**src/rtl/dram_request_issuer_pkg.sv**
```systemverilog
// Shared types for the requester side of the DRAM scheduler buffer interface.
package dram_pack;

  // Address/data width of the scheduler buffer interface.
  localparam int WORD_W = 32;

  // Issuer FSM: IDLE is the mandatory bubble between requests, ISSUE holds one request.
  typedef enum logic [0:0] {
    IDLE  = 1'b0,
    ISSUE = 1'b1
  } issuer_state_t;

  // One queued client request.
  typedef struct packed {
    logic              wen;
    logic [WORD_W-1:0] addr;
    logic [WORD_W-1:0] wdata;
  } issue_req_t;

  // One outstanding-read tracker entry.
  typedef struct packed {
    logic              valid;
    logic [WORD_W-1:0] addr;
  } rd_track_t;

endpackage

```
**src/rtl/dram_request_issuer_fifo.sv**
```systemverilog
// Synchronous request FIFO; pointers carry one extra wrap bit to tell full from empty.
module issuer_fifo
  import dram_pack::*;
#(
  parameter int DEPTH = 4
) (
  input  logic       CLK,
  input  logic       nRST,
  input  logic       i_push,
  input  issue_req_t i_data,
  input  logic       i_pop,
  output issue_req_t o_head,
  output logic       o_full,
  output logic       o_empty
);

  localparam int AW = $clog2(DEPTH);

  logic [AW:0] r_wr_ptr;
  logic [AW:0] r_rd_ptr;
  issue_req_t  r_mem [DEPTH];
  logic        w_push_ok;
  logic        w_pop_ok;

  // Full/empty come from the pre-update pointers, so a push is refused while full
  // even if the head is popped in the same cycle.
  assign o_empty   = (r_wr_ptr == r_rd_ptr);
  assign o_full    = (r_wr_ptr[AW] != r_rd_ptr[AW]) &&
                     (r_wr_ptr[AW-1:0] == r_rd_ptr[AW-1:0]);
  assign w_push_ok = i_push && !o_full;
  assign w_pop_ok  = i_pop && !o_empty;
  assign o_head    = r_mem[r_rd_ptr[AW-1:0]];

  // Pointer update; both pointers wrap naturally through the extra bit.
  always_ff @(posedge CLK or negedge nRST) begin
    if (!nRST) begin
      r_wr_ptr <= '0;
      r_rd_ptr <= '0;
    end else begin
      if (w_push_ok) begin
        r_wr_ptr <= r_wr_ptr + {{AW{1'b0}}, 1'b1};
      end
      if (w_pop_ok) begin
        r_rd_ptr <= r_rd_ptr + {{AW{1'b0}}, 1'b1};
      end
    end
  end

  // Storage write; contents are don't-care until the write pointer passes them.
  always_ff @(posedge CLK) begin
    if (w_push_ok) begin
      r_mem[r_wr_ptr[AW-1:0]] <= i_data;
    end
  end

endmodule

```
**src/rtl/dram_request_issuer.sv**
```systemverilog
// Queues client loads/stores, issues them one at a time to the scheduler buffer and
// matches returning read callbacks against a small outstanding-read tracker.
module dram_request_issuer
  import dram_pack::*;
#(
  parameter int DEPTH = 4,
  parameter int OUTST = 4
) (
  input  logic              CLK,
  input  logic              nRST,
  input  logic              req_valid,
  output logic              req_ready,
  input  logic              req_wen,
  input  logic [WORD_W-1:0] req_addr,
  input  logic [WORD_W-1:0] req_wdata,
  output logic              dREN,
  output logic              dWEN,
  output logic [WORD_W-1:0] memaddr,
  output logic [WORD_W-1:0] memstore,
  input  logic              request_done,
  input  logic              callback_valid,
  input  logic [WORD_W-1:0] memaddr_callback,
  input  logic [WORD_W-1:0] data_callback,
  output logic              rsp_valid,
  output logic [WORD_W-1:0] rsp_addr,
  output logic [WORD_W-1:0] rsp_data,
  output logic              wr_done,
  output logic              err_unmatched,
  output logic              busy
);

  localparam int TW = (OUTST > 1) ? $clog2(OUTST) : 1;

  issuer_state_t     r_state;
  issuer_state_t     w_state_nx;
  logic              r_dren, r_dwen, w_dren_nx, w_dwen_nx;
  logic [WORD_W-1:0] r_memaddr, r_memstore, w_memaddr_nx, w_memstore_nx;
  logic              r_wr_done, w_wr_done_nx;
  logic              r_rsp_valid, r_err;
  logic [WORD_W-1:0] r_rsp_addr, r_rsp_data;
  rd_track_t         r_trk [OUTST];

  issue_req_t        w_push_data;
  issue_req_t        w_head;
  logic              w_full, w_empty, w_pop, w_alloc;
  logic              w_free_any, w_match_any, w_any_valid;
  logic [TW-1:0]     w_free_idx, w_match_idx;

  assign w_push_data = '{wen: req_wen, addr: req_addr, wdata: req_wdata};

  issuer_fifo #(.DEPTH(DEPTH)) u_fifo (
    .CLK     (CLK),
    .nRST    (nRST),
    .i_push  (req_valid),
    .i_data  (w_push_data),
    .i_pop   (w_pop),
    .o_head  (w_head),
    .o_full  (w_full),
    .o_empty (w_empty)
  );

  // Tracker scan: lowest free slot, lowest-index callback match, any entry valid.
  always_comb begin
    w_free_any  = 1'b0;
    w_free_idx  = '0;
    w_match_any = 1'b0;
    w_match_idx = '0;
    w_any_valid = 1'b0;
    for (int i = OUTST - 1; i >= 0; i--) begin
      if (r_trk[i].valid) begin
        w_any_valid = 1'b1;
        if (r_trk[i].addr == memaddr_callback) begin
          w_match_any = 1'b1;
          w_match_idx = TW'(i);
        end
      end else begin
        w_free_any = 1'b1;
        w_free_idx = TW'(i);
      end
    end
  end

  // Next-state and next-output logic; request outputs drop in IDLE to force the bubble.
  always_comb begin
    w_state_nx    = r_state;
    w_dren_nx     = 1'b0;
    w_dwen_nx     = 1'b0;
    w_memaddr_nx  = r_memaddr;
    w_memstore_nx = r_memstore;
    w_wr_done_nx  = 1'b0;
    w_pop         = 1'b0;
    w_alloc       = 1'b0;
    case (r_state)
      IDLE: begin
        // A load at the head waits for a tracker slot; nothing may overtake it.
        if (!w_empty && (w_head.wen || w_free_any)) begin
          w_state_nx    = ISSUE;
          w_dren_nx     = ~w_head.wen;
          w_dwen_nx     = w_head.wen;
          w_memaddr_nx  = w_head.addr;
          w_memstore_nx = w_head.wdata;
        end else begin
          w_state_nx = IDLE;
        end
      end
      ISSUE: begin
        if (request_done) begin
          w_state_nx   = IDLE;
          w_pop        = 1'b1;
          w_alloc      = ~w_head.wen;
          w_wr_done_nx = w_head.wen;
        end else begin
          w_dren_nx = r_dren;
          w_dwen_nx = r_dwen;
        end
      end
      default: begin
        w_state_nx = IDLE;
      end
    endcase
  end

  // FSM state and registered scheduler-side outputs.
  always_ff @(posedge CLK or negedge nRST) begin
    if (!nRST) begin
      r_state    <= IDLE;
      r_dren     <= 1'b0;
      r_dwen     <= 1'b0;
      r_memaddr  <= '0;
      r_memstore <= '0;
      r_wr_done  <= 1'b0;
    end else begin
      r_state    <= w_state_nx;
      r_dren     <= w_dren_nx;
      r_dwen     <= w_dwen_nx;
      r_memaddr  <= w_memaddr_nx;
      r_memstore <= w_memstore_nx;
      r_wr_done  <= w_wr_done_nx;
    end
  end

  // Tracker update: free and allocate never collide because allocation picks an invalid slot.
  always_ff @(posedge CLK or negedge nRST) begin
    if (!nRST) begin
      for (int i = 0; i < OUTST; i++) begin
        r_trk[i] <= '0;
      end
    end else begin
      if (callback_valid && w_match_any) begin
        r_trk[w_match_idx].valid <= 1'b0;
      end
      if (w_alloc) begin
        r_trk[w_free_idx].valid <= 1'b1;
        r_trk[w_free_idx].addr  <= r_memaddr;
      end
    end
  end

  // Registered read response and unmatched-callback pulses.
  always_ff @(posedge CLK or negedge nRST) begin
    if (!nRST) begin
      r_rsp_valid <= 1'b0;
      r_err       <= 1'b0;
      r_rsp_addr  <= '0;
      r_rsp_data  <= '0;
    end else begin
      r_rsp_valid <= callback_valid && w_match_any;
      r_err       <= callback_valid && !w_match_any;
      if (callback_valid) begin
        r_rsp_addr <= memaddr_callback;
        r_rsp_data <= data_callback;
      end
    end
  end

  assign req_ready     = !w_full;
  assign dREN          = r_dren;
  assign dWEN          = r_dwen;
  assign memaddr       = r_memaddr;
  assign memstore      = r_memstore;
  assign wr_done       = r_wr_done;
  assign rsp_valid     = r_rsp_valid;
  assign rsp_addr      = r_rsp_addr;
  assign rsp_data      = r_rsp_data;
  assign err_unmatched = r_err;
  assign busy          = !w_empty || (r_state != IDLE) || w_any_valid;

endmodule

```
**config.mk**
```make
export PLATFORM = sky130hd
export DESIGN_NAME = dram_request_issuer
export DESIGN_NICKNAME = d
export VERILOG_FILES = /design/src/rtl/dram_request_issuer_pkg.sv /design/src/rtl/dram_request_issuer_fifo.sv /design/src/rtl/dram_request_issuer.sv
export SDC_FILE = /design/constraint.sdc
export NUM_CORES = 1
export LEC_CHECK = 0
export ABC_CLOCK_PERIOD_IN_PS = 6800
export BUFFER_PORTS_ARGS = -buffer_cell sky130_fd_sc_hd__buf_2
export CORE_UTILIZATION = 60
export CTS_BUF_LIST = sky130_fd_sc_hd__clkbuf_16
export DETAILED_ROUTE_END_ITERATION = 10
export PLACE_DENSITY_LB_ADDON = 0.12
export SLEW_MARGIN = 20
export SYNTH_ARGS = -nofsm -noshare
export SYNTH_HDL_FRONTEND = slang
export SYNTH_SLANG_ARGS = --single-unit
export TNS_END_PERCENT = 1
```
**constraint.sdc**
```tcl
create_clock -name CLK -period 6.8 [get_ports CLK]
set_input_delay 0 -clock CLK [delete_from_list [all_inputs] [get_ports CLK]]
set_output_delay 0 -clock CLK [all_outputs]
set_load 0.01 [all_outputs]
```
**Word level (Yosys, flattened, before mapping)**

Memory sizes are Yosys's and may differ from the RTL's.
Index checks and enable logic that the tools add are counted.

- Flip-flop bits (word level): 272
- Bits in writable memories: 260
- Input port bits: 134
- Output and inout port bits: 135
- Memories: 1

- Add/sub/neg operators: 2
- Order comparisons: 4
- Eq/ne operators: 8
- Mux-type cells: 55
- Bitwise logic cells: 4
- Reduce and logical (&&, ||, !) cells: 15

Memories:

| memory | depth | width | read ports | clocked after memory_dff | write ports | RTL line | RTL |
|---|---|---|---|---|---|---|---|
| u_fifo.r_mem | 4 | 65 | 1 | 0 | 1 | dram_request_issuer_fifo.sv:21 | `issue_req_t r_mem [DEPTH];` |

Operator list:

| kind | number |
|---|---|
| 132-bit bitwise mux | 3 |
| 132-bit two-way mux | 2 |
| 33-bit demux with 2-bit select | 3 |
| 32-bit equality test | 4 |
| 33-bit two-way mux | 2 |
| 32-bit two-way mux | 1 |
| 1-bit two-way mux | 29 |
| 2-bit two-way mux | 12 |
| 1-bit logical AND | 8 |
| 3-bit by 1-bit adder with 3-bit output (second input constant) | 2 |
| 3-bit greater-or-equal comparator (second input constant) | 2 |
| 3-bit by 1-bit < comparator with 1-bit output (second input constant) | 2 |
| 2-bit NOT with 3-bit output | 2 |
| 1-bit one-hot mux with 2 select lines | 3 |
| 3-bit equality test | 1 |
| 1-bit logical NOT | 3 |
| 1-bit logical OR | 3 |
| 2-bit equality test | 1 |
| 2-bit != test (second input constant) | 1 |
| 1-bit NOT | 2 |
| 2-bit AND reduction | 1 |
| 1-bit != test | 1 |

**Depth between registers and ports, before layout**

- Depth in word-level cells: 19
- Gate-level depth with buffers: 7
- Gate-level depth less buffers: 6

**Hierarchy**

Synthesis repeated with hierarchy kept, for this count alone.

- Cell total of the unflattened synthesis: 1185
- Area, all modules: 21424.3 um^2

By module, submodules not included:

| module | times used | cells each | area an instance (um^2) | seq. area each (um^2) |
|---|---|---|---|---|
| dram_request_issuer | 1 | 793 | 11528.6 | 6656.4 |
| issuer_fifo | 1 | 392 | 9895.7 | 7957.6 |

**Least setup slack after synthesis**

OpenSTA, ideal clock, no wires.

- Path type: reg2reg
- From: register u_fifo.r_rd_ptr[0]
- To: memory u_fifo.r_mem[3][0] in the netlist's numbering (enable)
- Library setup time: 0.432 ns
- Arrival time: 2.534 ns
- Slack: 3.834 ns
- Cell stages (with the launch flop): 6
- Path buffers: 1
- Clock period less this slack: 2.966 ns
- Cell sequence: dfrtp_1 clkbuf_2 xor2_1 nor2_1 nand2_1 and3_1

- Longest elaborated chain between the ends: 6

RTL lines:

| element | RTL line | RTL |
|---|---|---|
| from (decl) | dram_request_issuer_fifo.sv:20 | `logic [AW:0] r_rd_ptr;` |
| from (signal assigned) | dram_request_issuer_fifo.sv:44 | `r_rd_ptr <= r_rd_ptr + {{AW{1'b0}}, 1'b1};` |
| 2-bit equality test | dram_request_issuer_fifo.sv:29 | `(r_wr_ptr[AW-1:0] == r_rd_ptr[AW-1:0]);` |
| 1-bit logical AND | dram_request_issuer_fifo.sv:28 | `assign o_full = (r_wr_ptr[AW] != r_rd_ptr[AW]) &&` |
| 1-bit logical NOT | n/a |  |
| net req_ready | dram_request_issuer.sv:12 | `output logic req_ready,` |
| 1-bit logical AND | dram_request_issuer_fifo.sv:30 | `assign w_push_ok = i_push && !o_full;` |
| 1-bit two-way mux | dram_request_issuer_fifo.sv:51 | `if (w_push_ok) begin` |
| 1-bit two-way mux (not written as such) | dram_request_issuer_fifo.sv:52 | `r_mem[r_wr_ptr[AW-1:0]] <= i_data;` |
| to (decl) | dram_request_issuer_fifo.sv:21 |  |

The timed path passes the listed nets, and every way through them passes these cells.

**Worst setup path after layout**

- From: register u_fifo.r_rd_ptr[0]
- To: register r_trk[66] in the netlist's numbering

- Longest elaborated chain between the ends: 5

RTL lines:

| element | RTL line | RTL |
|---|---|---|
| memory read 4 x 65 bit | n/a |  |
| 1-bit NOT | dram_request_issuer.sv:110 | `w_alloc = ~w_head.wen;` |
| 1-bit two-way mux | dram_request_issuer.sv:107 | `if (request_done) begin` |
| 1-bit two-way mux | dram_request_issuer.sv:93 | `case (r_state)` |
| 132-bit two-way mux | dram_request_issuer.sv:152 | `if (w_alloc) begin` |
| to (decl) | dram_request_issuer.sv:41 | `rd_track_t r_trk [OUTST];` |

No other way between the ends.
A chain may end at the register's enable or synchronous reset.

==> qor.csv <==
stage,metric,value,unit
outcome,status,completed,
synth,Area contributors post-synth,"edfxtp_1, dfrtp_1, mux2_2",
finish,Area Growth Syn to Fin,21.9,%
floorplanning,Die H,190,µm
route,Final ANT Viol Nets,0,
setup_path,Crit path arrival time,4090,ps
setup_path,launch point of the worst reg-to-reg path,u_fifo.r_rd_ptr[0],
route,number of DRC markers in iteration 0,485,
synth,synthesis warning total,0,
synth,post-synth top area share,0.369,
placement,gp weighted congestion,0.818,
placement,port bufs,268,
cts,clk root buf,clkbuf_16,
route,First-pass DRT Iterations,4,
floorplanning,io pins,269,
floorplanning,core area,0.0346,mm²
power_and_ir_drop,peak supply drop,376,µV
synth,Synth top cells by count,"dfrtp_1, edfxtp_1, mux2_2, xor2_1, mux4_2",
power_and_ir_drop,Reg power frac,0.477,
cts,clock transition at the registers of the reported paths,60,ps
synth,"count leader, synth",dfrtp_1,
timing,Slew headroom,0.263,
floorplanning,die width,190,µm
cts,Post-CTS Setup Repair Bufs,0,
power_and_ir_drop,Clock power frac,0.243,
synth,async set-reset flop share out of synthesis,0.511,
cts,post-CTS sizing,0,
synth,"Net Count, Synth",1302,
finish,fin area,0.0258,mm²
setup_path,Critical Setup Path Class,register to register,
synth,post-synthesis register bit count,532,
synth,cell area after synthesis,0.0211,mm²
setup_path,CP Capture Type,register,
global_route,GRT Util Overall,0.255,
synth,Syn Area/Cell,18.2,µm²
finish,Multi-input gate area,0.00621,mm²
global_route,first-pass GRT wire length,68.8,mm
finish,final-layout fill cell count,2110,
timing,Tcrit/Tclk final,0.535,
timing,Tmin final,3640,ps
floorplanning,initial core utilization,0.610,
route,final wirelength,44.1,mm
timing,maximum clock rate,0.275,GHz
timing,max-slew violations,0,
flow_run,Max Cap Viol,0,
finish,Final Instance Count excl. Fillers,2052,
timing,# setup viols final,0,
floorplanning,die area,0.0360,mm²
setup_path,CP Launch Type,register,
timing,clock skew after layout,18.5,ps
global_route,vias in the first global route,12200,
finish,Register Area,0.0146,mm²
global_route,largest net degree at the start of global routing,172,
finish,layout cells sized above 1,0.420,
synth,cell type with the largest total area after synthesis,edfxtp_1,
synth,Post-synth EDFFs,260,
cts,CTS max path bufs,3,
cts,Worst-Skew Late Latency,580,ps
timing,unrepaired setup endpoints after global routing,false,
setup_path,Critical-path top delay cell,dfrtp_4,
power_and_ir_drop,pwr/cell area,427,mW/mm²
setup_path,R2R Setup Slk,3160,ps
synth,Synth cell types,41,
finish,Layout Nets,1693,
route,vias after detailed routing,11400,
synth,register area share after synthesis,0.691,
power_and_ir_drop,Switching Power,3.36,mW
placement,DPL Wire Length,26.5,mm
power_and_ir_drop,Int Power,7.65,mW
route,drt drc,0,
synth,Cells after Synth,1163,
route,wire length per cell,21.5,µm
timing,Setup TNS,0,ps
setup_path,crit-path cells,mux4_2 > nor2b_2 > nand3_2 > nor2_2 > buf_4 > mux2_2,
setup_path,CP max FO,38,
cts,TritonCTS clock tree,done,
setup_path,R2R depth,6,
worst_hold_path,worst min-delay path class,primary input to async pin,
cts,CTS buffer count,53,
global_route,antenna violations before repair,1,
floorplanning,FP Rows,68,
route,vias per inst,5.54,
setup_path,Critical Path RT,7260,ps
cts,clock sinks,532,
placement,Placed Cells,1822,
placement,area post-placement,0.0228,mm²
power_and_ir_drop,Combinational Power Share,0.280,
global_route,Overflow after GRT,0,
placement,setup slack at placement,3110,ps
setup_path,"slowest stage delay, CP",930,ps
power_and_ir_drop,leak pwr,10.3,nW
timing,"Hold Violations, Final",0,
timing,setup slack after layout,3160,ps
power_and_ir_drop,switching part of the total,0.305,
timing,actual slew at the worst max-slew pin,1110,ps
cts,H-tree Lvls,2,
finish,utilization after layout,0.744,
setup_path,worst reg2reg endpoint,r_trk[66],
synth,commonest register cell after synthesis,dfrtp_1,
-- area by class of cell --
type                       instances  area share
sequential                       532       0.568
timing repair buffer             409       0.107
antenna                            1   0.0000971
clock inverter                    43     0.00942
inverter                           4    0.000583
multi-input combinational        554       0.241
clock buffer                      54      0.0525
tap                              455      0.0221
-- layer usage --
layer / GRT usage / routed length, µm / vias up
met1: 0.335 / 18500 / 5880
met4: 0.0704 / 805 / 0
met2: 0.435 / 22300 / 290
met3: 0.0498 / 2450 / 53
li1: - / - / 5151
met5: 0 / 0 / -
-- worst max-delay path, delay by kind of cell, from the launching register on --
kind / cells / cell delay [ps]
buf+inv: 1 / 390
flops: 1 / 930
mux: 2 / 1030
simple gates: 3 / 1140
-- stage by stage --
stage | hold WS [ps] | total power, mW
finish | 77.6 | 11.0
global route | 143 | 11.6
CTS | 96.2 | 11.1
detailed placement | 108 | 8.38
global placement | 103 | 8.26
floorplan | -296 | 7.28
-- state kept, by name (all words and copies together) (netlist names) --
name and flops:
r_state 1, err_unmatched 1, memaddr 32, wr_done 1, rsp_valid 1, u_fifo.r_rd_ptr 3
u_fifo.r_mem 260, u_fifo.r_wr_ptr 3, dWEN 1, memstore 32, rsp_data 32, dREN 1
rsp_addr 32, r_trk 132
-- power by group through the flow --
stage	Sequential [mW]	Combinational [mW]	Clock, mW
3_3_place_gp	5.26	2.99	0
6_report	5.25	3.09	2.68
4_1_cts	5.26	3.14	2.73
3_5_place_dp	5.32	3.06	0
5_1_grt	5.38	3.35	2.85
2_1_floorplan	5.06	2.22	0
-- worst max path at each step --
stage / from / to / slack, ps / depth (start not counted)
after floorplan: u_fifo.r_rd_ptr[0] / u_fifo.r_mem[3][0] / 3830 / 5
after detailed placement: u_fifo.r_rd_ptr[0] / r_trk[74] / 3110 / 6
after global routing: u_fifo.r_rd_ptr[0] / r_trk[77] / 2930 / 6
final: u_fifo.r_rd_ptr[0] / r_trk[66] / 3160 / 6
after CTS: u_fifo.r_rd_ptr[0] / r_trk[87] / 3100 / 6
after global placement: u_fifo.r_rd_ptr[0] / r_trk[80] / 3130 / 6
-- kinds of logic after synthesis --
kind of cell,Yosys count,synth area share
buffers and inverters,77,0.0166
adder cells (fa/ha/maj),5,0.00296
XOR/XNOR,134,0.0555
multiplexers,322,0.206
AO/OA/AOI/OAI,12,0.00414
flip-flops,532,0.691
AND/OR/NAND/NOR,81,0.0231
-- cells in the final DEF (no fill, tap or decap), drive strengths merged --
| master | instances |
|---|---|
| mux2 | 257 |
| or2 | 1 |
| nor2 | 6 |
| and2 | 1 |
| buf | 277 |
| a22o | 1 |
| mux4 | 65 |
| diode | 1 |
| or3 | 2 |
| o2111ai | 1 |
| nand2b | 1 |
| and3 | 5 |
| nand3 | 11 |
| dlygate4sd3 | 132 |
| edfxtp | 260 |
| nand4 | 9 |
| clkbuf | 54 |
| o21a | 1 |
| nor3b | 1 |
| inv | 18 |
| clkinvlp | 1 |
| nor4 | 23 |
| o32a | 1 |
| xnor2 | 33 |
| o21ai | 3 |
| a211oi | 1 |
| or3b | 1 |
| a21o | 2 |
| dfrtp | 272 |
| nand2 | 8 |
| xor2 | 101 |
| nor2b | 3 |
| bufinv | 2 |
| o31ai | 2 |
| clkinv | 26 |
| ha | 5 |
| nor3 | 9 |
-- what timing repair did --
action                                  4_1_cts  5_1_grt
endpoints found under the setup margin        0        0
hold buffers                                132        0
hold endpoints to repair                    434        0
No activity file was read; power rests on OpenSTA's default activity.
